--- src/rtl/led_seq_ctrl.sv ---
// Round-robin arbitrated LED pattern sequencer for the 8-LED bank.
// Optional macro LED_SEQ_ABORT_EN adds an abort input that cuts a running command short.
module led_seq_ctrl #(
  parameter int unsigned DWELL = 10000000
) (
  input  logic       clk,
  input  logic       rstn,
`ifdef LED_SEQ_ABORT_EN
  input  logic       abort,
`endif
  input  logic [1:0] req,
  input  logic [1:0] cmd_mode0,
  input  logic [3:0] cmd_loops0,
  input  logic [1:0] cmd_mode1,
  input  logic [3:0] cmd_loops1,
  output logic [1:0] gnt,
  output logic       busy,
  output logic       owner,
  output logic       done,
  output logic [7:0] led
);

  localparam int unsigned CntW = (DWELL > 1) ? $clog2(DWELL) : 1;
  localparam logic [CntW-1:0] CntLast = CntW'(DWELL - 1);

  typedef enum logic [1:0] {StIdle, StRun, StGap} state_e;

  state_e          state_q, state_d;
  logic [CntW-1:0] cnt_q, cnt_d;
  logic [2:0]      step_q, step_d;
  logic [3:0]      pass_q, pass_d;
  logic [3:0]      loops_q, loops_d;
  logic [1:0]      mode_q, mode_d;
  logic            owner_q, owner_d;
  logic [7:0]      led_q, led_d;
  logic            aborted_q, aborted_d;
  logic [1:0]      gnt_c;
  logic            abort_req;

`ifdef LED_SEQ_ABORT_EN
  assign abort_req = abort;
`else
  assign abort_req = 1'b0;
`endif

  // LED drive for step s of a pattern.
  function automatic logic [7:0] pattern(input logic [1:0] mode, input logic [2:0] s);
    logic [7:0] v;
    v = 8'h00;
    unique case (mode)
      2'd0: v = 8'h01 << s;
      2'd1: v = 8'h01 << {s[1:0], s[2]};  // evens first, then odds
      2'd2: v = 8'h01 << (~s);
      2'd3: v = s[0] ? 8'h00 : 8'hFF;
      default: v = 8'h00;
    endcase
    return v;
  endfunction

  always_comb begin
    state_d   = state_q;
    cnt_d     = cnt_q;
    step_d    = step_q;
    pass_d    = pass_q;
    loops_d   = loops_q;
    mode_d    = mode_q;
    owner_d   = owner_q;
    led_d     = led_q;
    aborted_d = aborted_q;
    gnt_c     = 2'b00;
    unique case (state_q)
      StIdle: begin
        led_d     = 8'h00;
        aborted_d = 1'b0;
        if (req != 2'b00) begin
          // Both pending: the requester that did not go last wins.
          if (req == 2'b11) gnt_c = owner_q ? 2'b01 : 2'b10;
          else              gnt_c = req;
          owner_d = gnt_c[1];
          mode_d  = gnt_c[1] ? cmd_mode1 : cmd_mode0;
          loops_d = gnt_c[1] ? cmd_loops1 : cmd_loops0;
          cnt_d   = '0;
          step_d  = 3'd0;
          pass_d  = 4'd0;
          led_d   = pattern(mode_d, 3'd0);
          state_d = StRun;
        end
      end
      StRun: begin
        if (abort_req) begin
          state_d   = StGap;
          led_d     = 8'h00;
          aborted_d = 1'b1;
        end else if (cnt_q == CntLast) begin
          cnt_d = '0;
          if (step_q == 3'd7) begin
            if (pass_q == loops_q) begin
              state_d = StGap;
              led_d   = 8'h00;
            end else begin
              pass_d = pass_q + 4'd1;
              step_d = 3'd0;
              led_d  = pattern(mode_q, 3'd0);
            end
          end else begin
            step_d = step_q + 3'd1;
            led_d  = pattern(mode_q, step_q + 3'd1);
          end
        end else begin
          cnt_d = cnt_q + CntW'(1);
        end
      end
      StGap: begin
        led_d   = 8'h00;
        state_d = StIdle;
      end
      default: state_d = StIdle;
    endcase
  end

  always_ff @(posedge clk or negedge rstn) begin
    if (!rstn) begin
      state_q   <= StIdle;
      cnt_q     <= '0;
      step_q    <= 3'd0;
      pass_q    <= 4'd0;
      loops_q   <= 4'd0;
      mode_q    <= 2'd0;
      owner_q   <= 1'b1;
      led_q     <= 8'h00;
      aborted_q <= 1'b0;
    end else begin
      state_q   <= state_d;
      cnt_q     <= cnt_d;
      step_q    <= step_d;
      pass_q    <= pass_d;
      loops_q   <= loops_d;
      mode_q    <= mode_d;
      owner_q   <= owner_d;
      led_q     <= led_d;
      aborted_q <= aborted_d;
    end
  end

  // Grant is combinational from req, so mask it while reset is held.
  assign gnt   = gnt_c & {2{rstn}};
  assign busy  = (state_q == StRun) || (state_q == StGap);
  assign done  = (state_q == StGap) && !aborted_q;
  assign owner = owner_q;
  assign led   = led_q;

endmodule

--- config.mk ---
export PLATFORM = sky130hd
export DESIGN_NAME = led_seq_ctrl
export DESIGN_NICKNAME = d
export VERILOG_FILES = /design/src/rtl/led_seq_ctrl.sv
export SDC_FILE = /design/constraint.sdc
export NUM_CORES = 1
export LEC_CHECK = 0
export CORE_MARGIN = 10
export CORE_UTILIZATION = 52
export DETAILED_ROUTE_END_ITERATION = 16
export GPL_TIMING_DRIVEN = 0
export PLACE_DENSITY_LB_ADDON = 0.05
export SLEW_MARGIN = 20
export SYNTH_ARGS = -nofsm -noshare
export SYNTH_HDL_FRONTEND = slang
export SYNTH_SLANG_ARGS = --single-unit
--- constraint.sdc ---
create_clock -name clk -period 2.5 [get_ports clk]
set_clock_uncertainty 0.2 [all_clocks]
set_input_delay 0.5 -clock clk [delete_from_list [all_inputs] [get_ports clk]]
set_output_delay 0.5 -clock clk [all_outputs]
set_load 0.02 [all_outputs]
==> results of run 1 <==
[worst max-delay path by stage]
stage | endpoint | start | slack (ns)
after floorplan | pass_q[2]$_DFFE_PN0P_ | state_q[0]$_DFFE_PN0P_ | 0.21
after global placement | gnt[0] | rstn | -1.81
after detailed placement | gnt[1] | req[1] | -0.51
after CTS | led[0]$_DFFE_PN0P_ | cnt_q[0]$_DFFE_PN0P_ | 0.02
after global routing | cnt_q[18]$_DFFE_PN0P_ | state_q[0]$_DFFE_PN0P_ | -0.02
final | gnt[0] | state_q[1]$_DFFE_PN0P_ | 0.12
[sequential cells by signal (all words and copies together), names as in the netlist]
name	count
cnt_q	24
led	8
loops_q	4
pass_q	4
step_q	3
mode_q	2
state_q	2
owner	1
[per-layer routing]
metal / global-route usage / wire length (um) / vias to the layer above
met3: 0.02654 / 249 / 5
met2: 0.2537 / 3740 / 45
li1: - / - / 1402
met1: 0.2156 / 3835 / 1369
met5: 0 / 0 / -
met4: 0.05513 / 63 / 0
[layout make-up]
cell class	count	area, um^2	area share
repair buffers	34	336.6	0.08834
well taps	75	93.84	0.02463
multi-input cells	279	1916	0.5028
inverters	15	56.30	0.01478
flip-flops and latches	48	1202	0.3156
plain buffers	14	88.84	0.02332
clock inverters	3	47.55	0.01248
clock buffers	5	68.82	0.01806
[synth_stat cells, drive strengths merged, types with 3 or more instances]
library cell,count,area (um^2)
dfrtp,47,1176
o21ai,34,181.4
nand2,33,123.9
nand3,22,110.1
nor2,20,75.07
a21oi,16,83.83
ha,15,187.7
inv,15,56.30
and3,10,66.31
buf,10,57.55
nand4,9,71.32
nor3,9,45.04
nor4,9,107.6
or3,9,65.06
a21o,8,61.31
a2bb2oi,8,70.07
mux2i,7,70.07
a211oi,6,45.04
a31oi,6,37.54
nand2b,6,37.54
nor2b,5,31.28
xor2,5,43.79
clkbuf,4,15.01
nor3b,4,30.03
nor4b,4,35.03
o211ai,4,30.03
xnor2,4,35.03
and4,3,28.78
[power breakdown]
group / internal (mW) / total (mW) / switching (mW)
logic: 0.880 / 2.15 / 1.27
registers: 0.948 / 1.08 / 0.134
clock network: 0.302 / 0.583 / 0.281
total: 2.13 / 3.82 / 1.69
[kinds of logic (layout without fill, tap and decap cells)]
logic type,after synthesis,after routing,share of synthesized area
multiplexers,7,7,0.02190
AO/OA/AOI/OAI,98,98,0.2014
adder cells (fa/ha/maj),15,15,0.05866
flip-flops,48,48,0.3758
buffers and inverters,29,71,0.04028
XOR/XNOR,9,9,0.02464
AND/OR/NAND/NOR,150,150,0.2773
[timing repair]
action                                  CTS  global route
endpoints found under the setup margin   13            36
cloned                                    0             1
buffers inserted                          0             4
resized for setup                        12            13
pin swaps                                 0             3
[cells in the final DEF, fill, tap and decap left out, types with 7 or more instances in the layout]
master and count:
sky130_fd_sc_hd__dfrtp_1 47, sky130_fd_sc_hd__nand2_1 33, sky130_fd_sc_hd__o21ai_0 31, sky130_fd_sc_hd__nand3_1 22, sky130_fd_sc_hd__clkdlybuf4s50_1 22, sky130_fd_sc_hd__nor2_1 20, sky130_fd_sc_hd__inv_1 15, sky130_fd_sc_hd__a21oi_1 15
sky130_fd_sc_hd__ha_1 15, sky130_fd_sc_hd__nor3_1 8, sky130_fd_sc_hd__a2bb2oi_1 8, sky130_fd_sc_hd__nand4_1 8, sky130_fd_sc_hd__and3_1 7, sky130_fd_sc_hd__mux2i_1 7, sky130_fd_sc_hd__a21o_1 7, sky130_fd_sc_hd__or3_2 7
[worst max-delay path, delay by kind of cell, from the launching register on]
family                     cells  cell delay (ns)
buffers and inverters          3             0.62
and+or+nand+nor                1             0.19
adders and majority gates      1             0.16
DFF                            1             0.41
[metrics by stage]
| stage | TNS [ns] | hold WS, ns |
|---|---|---|
| final | 0 | 0.02692 |
| after global routing | -0.02829 | 0.07163 |
| after CTS | 0 | 0.04078 |
| after detailed placement | -5.112 | 0.3051 |
| after global placement | -41.54 | 0.2904 |
| after floorplan | 0 | 0.004409 |
==> flow_summary.toml, run 1 <==
[synth]
share_of_synthesized_area_occupied_by_flip_flops_and_latches = 0.3758
yosys_register_bits = 48
yosys_warnings = 0
synthDistinctLibCells = 59
synth.cell_area_um2 = 3199
post_synthesis_average_cell_area_um2 = 8.987
dominantRegCellSynth = "sky130_fd_sc_hd__dfrtp_1"
synth_edf_count = 0
synth_cells = 356
mappedNetlistNets = 387
synth_async_sr_flop_share = 1.000

[sta]
final_min_period_over_clock_period = 0.9533
tightest_slew_ns = 0.6899
final_max_slew_viol_count = 0
fmax_ghz = 0.4196
post-route-worst-setup-slack_ns = 0.1167
timing.final.crit_period_ns = 2.383
timing.max_slew.rel_slack = 0.5401
final-setup-viol-count = 0
final_hold_violating_endpoints = 0

[critical_path]
maximum_fanout_along_the_worst_path = 10
max_stage_delay_ns = 0.41
timing.rr.start = "state_q[1]$_DFFE_PN0P_"
rr_worst_depth = 8
timing.critical_path.arrival_ns = 1.68
r2r_end = "pass_q[2]$_DFFE_PN0P_"
crit_path_start_kind = "flop"
critical_path_required_ns = 1.80
cell_with_the_biggest_individual_delay_on_the_critical_path = "sky130_fd_sc_hd__dfrtp_1"
worstPathCellList = "inv_1 > ha_1 > clkbuf_4 > and4_1 > clkdlybuf4s15_1"
crit_type = "flop to output pin"
setup.worst_path.end_class = "output pin"
regToRegSetupSlack_ns = 0.12

[clock_network]
worst_skew_pair.late_latency_ns = 0.31
tritoncts = "yes"
cts_hold_buf = 0
clkTransAtPathRegs_ns = 0.10
root_buffer = "sky130_fd_sc_hd__clkbuf_8"
cts_sinks = 48
cts-root-to-sink-buffers = 2
clock_tree.htree_level_count = 2
cts_bufs_inserted = 5

[power_and_ir_drop]
power.static_leakage_nw = 1.661
pwr_density_cell_nw_per_um2 = 1002
worst_vdd_ir_mv = 0.5987
power_mw = 3.818

[final_layout]
insertedDiodeCount = 0
final-instance-count-excl-fill = 473
finish.instance_area_um2 = 3810
number_of_filler_cells_placed_in_the_layout = 509
drive_above_1_share = 0.1482
layout.core_utilization = 0.6397
nets = 428
synthToLayoutAreaGrowth_pct = 19.08

[global_routing]
number_of_antenna_violations_at_the_first_check_in_global_routing = 0
grtUsageTotal = 0.1601
grt_overflow_total = 0
grt_pass1_vias = 2723
grt_max_degree = 30
wire_length_of_the_first_global_routing_pass_um = 13310

[floorplan]
placeableCoreArea_um2 = 5956
design.die.area_um2 = 9690
design.portCount = 29
die_h_um = 98.44
initial_core_util = 0.5372
die-width_um = 98.44
floorplan_row_count = 28

[placed_design]
placed_area_um2 = 3596
dpl_worst_slack_ns = -0.5071
place.detailed.hpwl_um = 5773
placedCellCount = 460
placement.io_buffers = 28
gp_congestion = 0.8044

[route]
routed_wirelength_um = 7889
drc = 0
routed-via-count = 2821
drt_iter0_drc = 141
first_pass_iters = 4
detail_route.wl_per_cell_um = 16.68
detailed_route_vias_per_instance = 5.964
route.antenna.remaining_nets = 0

[status]
outcome = "finished, final reports clean"

[job]
maxCapViolations = 0

[worst_hold_path]
min-delay-path-class = "input pin to asynchronous set/reset pin"
Power figures use the tool's default switching activity.
==> run 2: changes to the inputs <==
--- a/config.mk
+++ b/config.mk
@@ -5,6 +5,7 @@
 export SDC_FILE = /design/constraint.sdc
 export NUM_CORES = 1
 export LEC_CHECK = 0
+export CAP_MARGIN = 20
 export CORE_MARGIN = 10
 export CORE_UTILIZATION = 52
 export DETAILED_ROUTE_END_ITERATION = 16
==> results of run 2 <==
No change in the layout: final DEF, timing and power equal those of run 1.
==> run 3: changes to the inputs <==
--- a/config.mk
+++ b/config.mk
@@ -10,7 +10,8 @@
 export CORE_UTILIZATION = 52
 export DETAILED_ROUTE_END_ITERATION = 16
 export GPL_TIMING_DRIVEN = 0
-export PLACE_DENSITY_LB_ADDON = 0.05
+export HOLD_SLACK_MARGIN = 0.06
+export PLACE_DENSITY = 0.76
 export SLEW_MARGIN = 20
 export SYNTH_ARGS = -nofsm -noshare
 export SYNTH_HDL_FRONTEND = slang
==> run 3 against run 2 <==
  * Via count rose by 4.1%
  * Non-clock buffer count rose by 6
  * Power grew 0.14%
  * First-iteration DRC count is 54% higher
  * Core utilization grew 0.95 points
  * Sequential power about the same
  * Worst setup slack improved by 0.0068 ns
  * Cell count grew 1.3%
  * Critical path depth increased by 4
  * Global-route usage fell by 0.56 points
  * Die area unchanged
  * Wire length is 1.1% higher
  * Critical path type is now flop to flop
==> flow_summary.toml, run 3 (synthesized netlist as in run 1, its figures left out) <==
[clock_network]
cts_sinks = 48
clock_tree.htree_level_count = 2
cts_bufs_inserted = 5
cts-root-to-sink-buffers = 2
worst_skew_pair.late_latency_ns = 0.31
tritoncts = "yes"
root_buffer = "sky130_fd_sc_hd__clkbuf_8"
clkTransAtPathRegs_ns = 0.09

[global_routing]
grt_pass1_vias = 2675
grtUsageTotal = 0.1546
wire_length_of_the_first_global_routing_pass_um = 13030
grt_overflow_total = 0
number_of_antenna_violations_at_the_first_check_in_global_routing = 0
grt_max_degree = 51

[floorplan]
design.portCount = 29
die-width_um = 98.44
floorplan_row_count = 28
initial_core_util = 0.5372
design.die.area_um2 = 9690
placeableCoreArea_um2 = 5956
die_h_um = 98.44

[job]
maxCapViolations = 0

[critical_path]
critical_path_required_ns = 2.53
regToRegSetupSlack_ns = 0.12
timing.critical_path.arrival_ns = 2.41
setup.worst_path.end_class = "flop"
crit_path_start_kind = "flop"
crit_type = "flop to flop"
maximum_fanout_along_the_worst_path = 10
timing.rr.start = "state_q[0]$_DFFE_PN0P_"
rr_worst_depth = 9
r2r_end = "cnt_q[5]$_DFFE_PN0P_"

[route]
routed-via-count = 2937
route.antenna.remaining_nets = 0
detailed_route_vias_per_instance = 6.132
detail_route.wl_per_cell_um = 16.65
drc = 0
first_pass_iters = 5
drt_iter0_drc = 217
routed_wirelength_um = 7973

[final_layout]
register_with_the_most_flip_flops = "cnt_q"
mostFrequentLayoutCell = "sky130_fd_sc_hd__dfrtp_1"
largest_reg_flops = 24
mostFrequentLayoutCells = "sky130_fd_sc_hd__dfrtp_1 (47), sky130_fd_sc_hd__nand2_1 (33), sky130_fd_sc_hd__o21ai_0 (29)"
synthToLayoutAreaGrowth_pct = 20.84
finish.instance_area_um2 = 3866
number_of_filler_cells_placed_in_the_layout = 502
final-instance-count-excl-fill = 479
layout.core_utilization = 0.6492
nets = 434
insertedDiodeCount = 0
drive_above_1_share = 0.1683

[sta]
final_max_slew_viol_count = 0
timing.final.crit_period_ns = 2.376
tightest_slew_ns = 0.5781
final_hold_violating_endpoints = 0
final.setup.tns_ns = 0
fin_hold_ws_ns = 0.09957
timing.max_slew.rel_slack = 0.6132
post-route-worst-setup-slack_ns = 0.1235
final_min_period_over_clock_period = 0.9506
final-setup-viol-count = 0
fmax_ghz = 0.4208

[power_and_ir_drop]
worst_vdd_ir_mv = 0.6612
pwr_density_cell_nw_per_um2 = 989.1
power.static_leakage_nw = 1.696
power_mw = 3.824

[placed_design]
dpl_worst_slack_ns = -0.5196
placedCellCount = 459
placed_area_um2 = 3571
gp_congestion = 0.8878
placement.io_buffers = 28
place.detailed.hpwl_um = 5637

[status]
outcome = "finished, final reports clean"

[worst_hold_path]
min-delay-path-class = "input pin to asynchronous set/reset pin"
-- run 3: changes by cell type in the layout (fill, tap and decap cells not counted), moves of 2 or more --
cell | previous run | this run
sky130_fd_sc_hd__inv_1 | 15 | 13
sky130_fd_sc_hd__buf_2 | 5 | 3
sky130_fd_sc_hd__inv_2 | 0 | 2
sky130_fd_sc_hd__dlygate4sd2_1 | 2 | 4
sky130_fd_sc_hd__clkinv_4 | 2 | 0
sky130_fd_sc_hd__clkdlybuf4s15_1 | 2 | 0
sky130_fd_sc_hd__o21ai_0 | 31 | 29
sky130_fd_sc_hd__o21ai_2 | 1 | 3
sky130_fd_sc_hd__buf_4 | 6 | 12
-- run 3: worst max-delay path, cell delays in order, from the launching register on --
cell                       delay [ns]
sky130_fd_sc_hd__dfrtp_1         0.42
sky130_fd_sc_hd__inv_2           0.07
sky130_fd_sc_hd__ha_1            0.21
sky130_fd_sc_hd__buf_6           0.14
sky130_fd_sc_hd__nor3b_2         0.17
sky130_fd_sc_hd__nor2_1          0.15
sky130_fd_sc_hd__o211ai_1        0.21
sky130_fd_sc_hd__buf_6           0.21
sky130_fd_sc_hd__or3_2           0.44
sky130_fd_sc_hd__o21ai_1         0.08
-- run 3: routing by layer --
layer / GRT usage / up-vias / part of all wire
met1: 0.2048 / 1444 / 0.44
met5: 0 / - / 0
li1: - / 1419 / -
met4: 0.04190 / 0 / 0.0070
met3: 0.02793 / 6 / 0.044
met2: 0.2521 / 68 / 0.51
-- run 3: timing repair --
action,4_1_cts,5_1_grt
cloned,0,0
buffers inserted,0,9
resized for setup,13,15
endpoints found under the setup margin,16,36
pin swaps,0,2
hold endpoints to repair,47,43
-- run 3: how the worst max path moves through the flow --
stage	slack, ns	end	depth (start not counted)	startpoint
after floorplan	0.21	pass_q[2]$_DFFE_PN0P_	8	state_q[0]$_DFFE_PN0P_
after global placement	-1.86	gnt[0]	3	rstn
after detailed placement	-0.52	gnt[1]	5	req[1]
after CTS	0.006	cnt_q[16]$_DFFE_PN0P_	7	cnt_q[0]$_DFFE_PN0P_
after global routing	-0.02	cnt_q[5]$_DFFE_PN0P_	9	state_q[0]$_DFFE_PN0P_
final	0.12	cnt_q[5]$_DFFE_PN0P_	9	state_q[0]$_DFFE_PN0P_
-- run 3: where the power goes --
part           switching, mW  internal [mW]  leakage [nW]  total [mW]
registers              0.129          0.948         0.636        1.08
clock network          0.263          0.296        0.0541       0.559
logic                   1.27          0.917          1.01        2.19
total                   1.66           2.16          1.70        3.82
-- run 3: area by class of cell --
| type | instances | area [um^2] | area share |
|---|---|---|---|
| clock buffers | 5 | 68.82 | 0.01780 |
| inverters | 15 | 56.30 | 0.01456 |
| repair buffers | 40 | 406.6 | 0.1052 |
| clock inverters | 3 | 42.54 | 0.01100 |
| well taps | 75 | 93.84 | 0.02427 |
| flip-flops and latches | 48 | 1202 | 0.3110 |
| plain buffers | 14 | 93.84 | 0.02427 |
| multi-input cells | 279 | 1902 | 0.4919 |
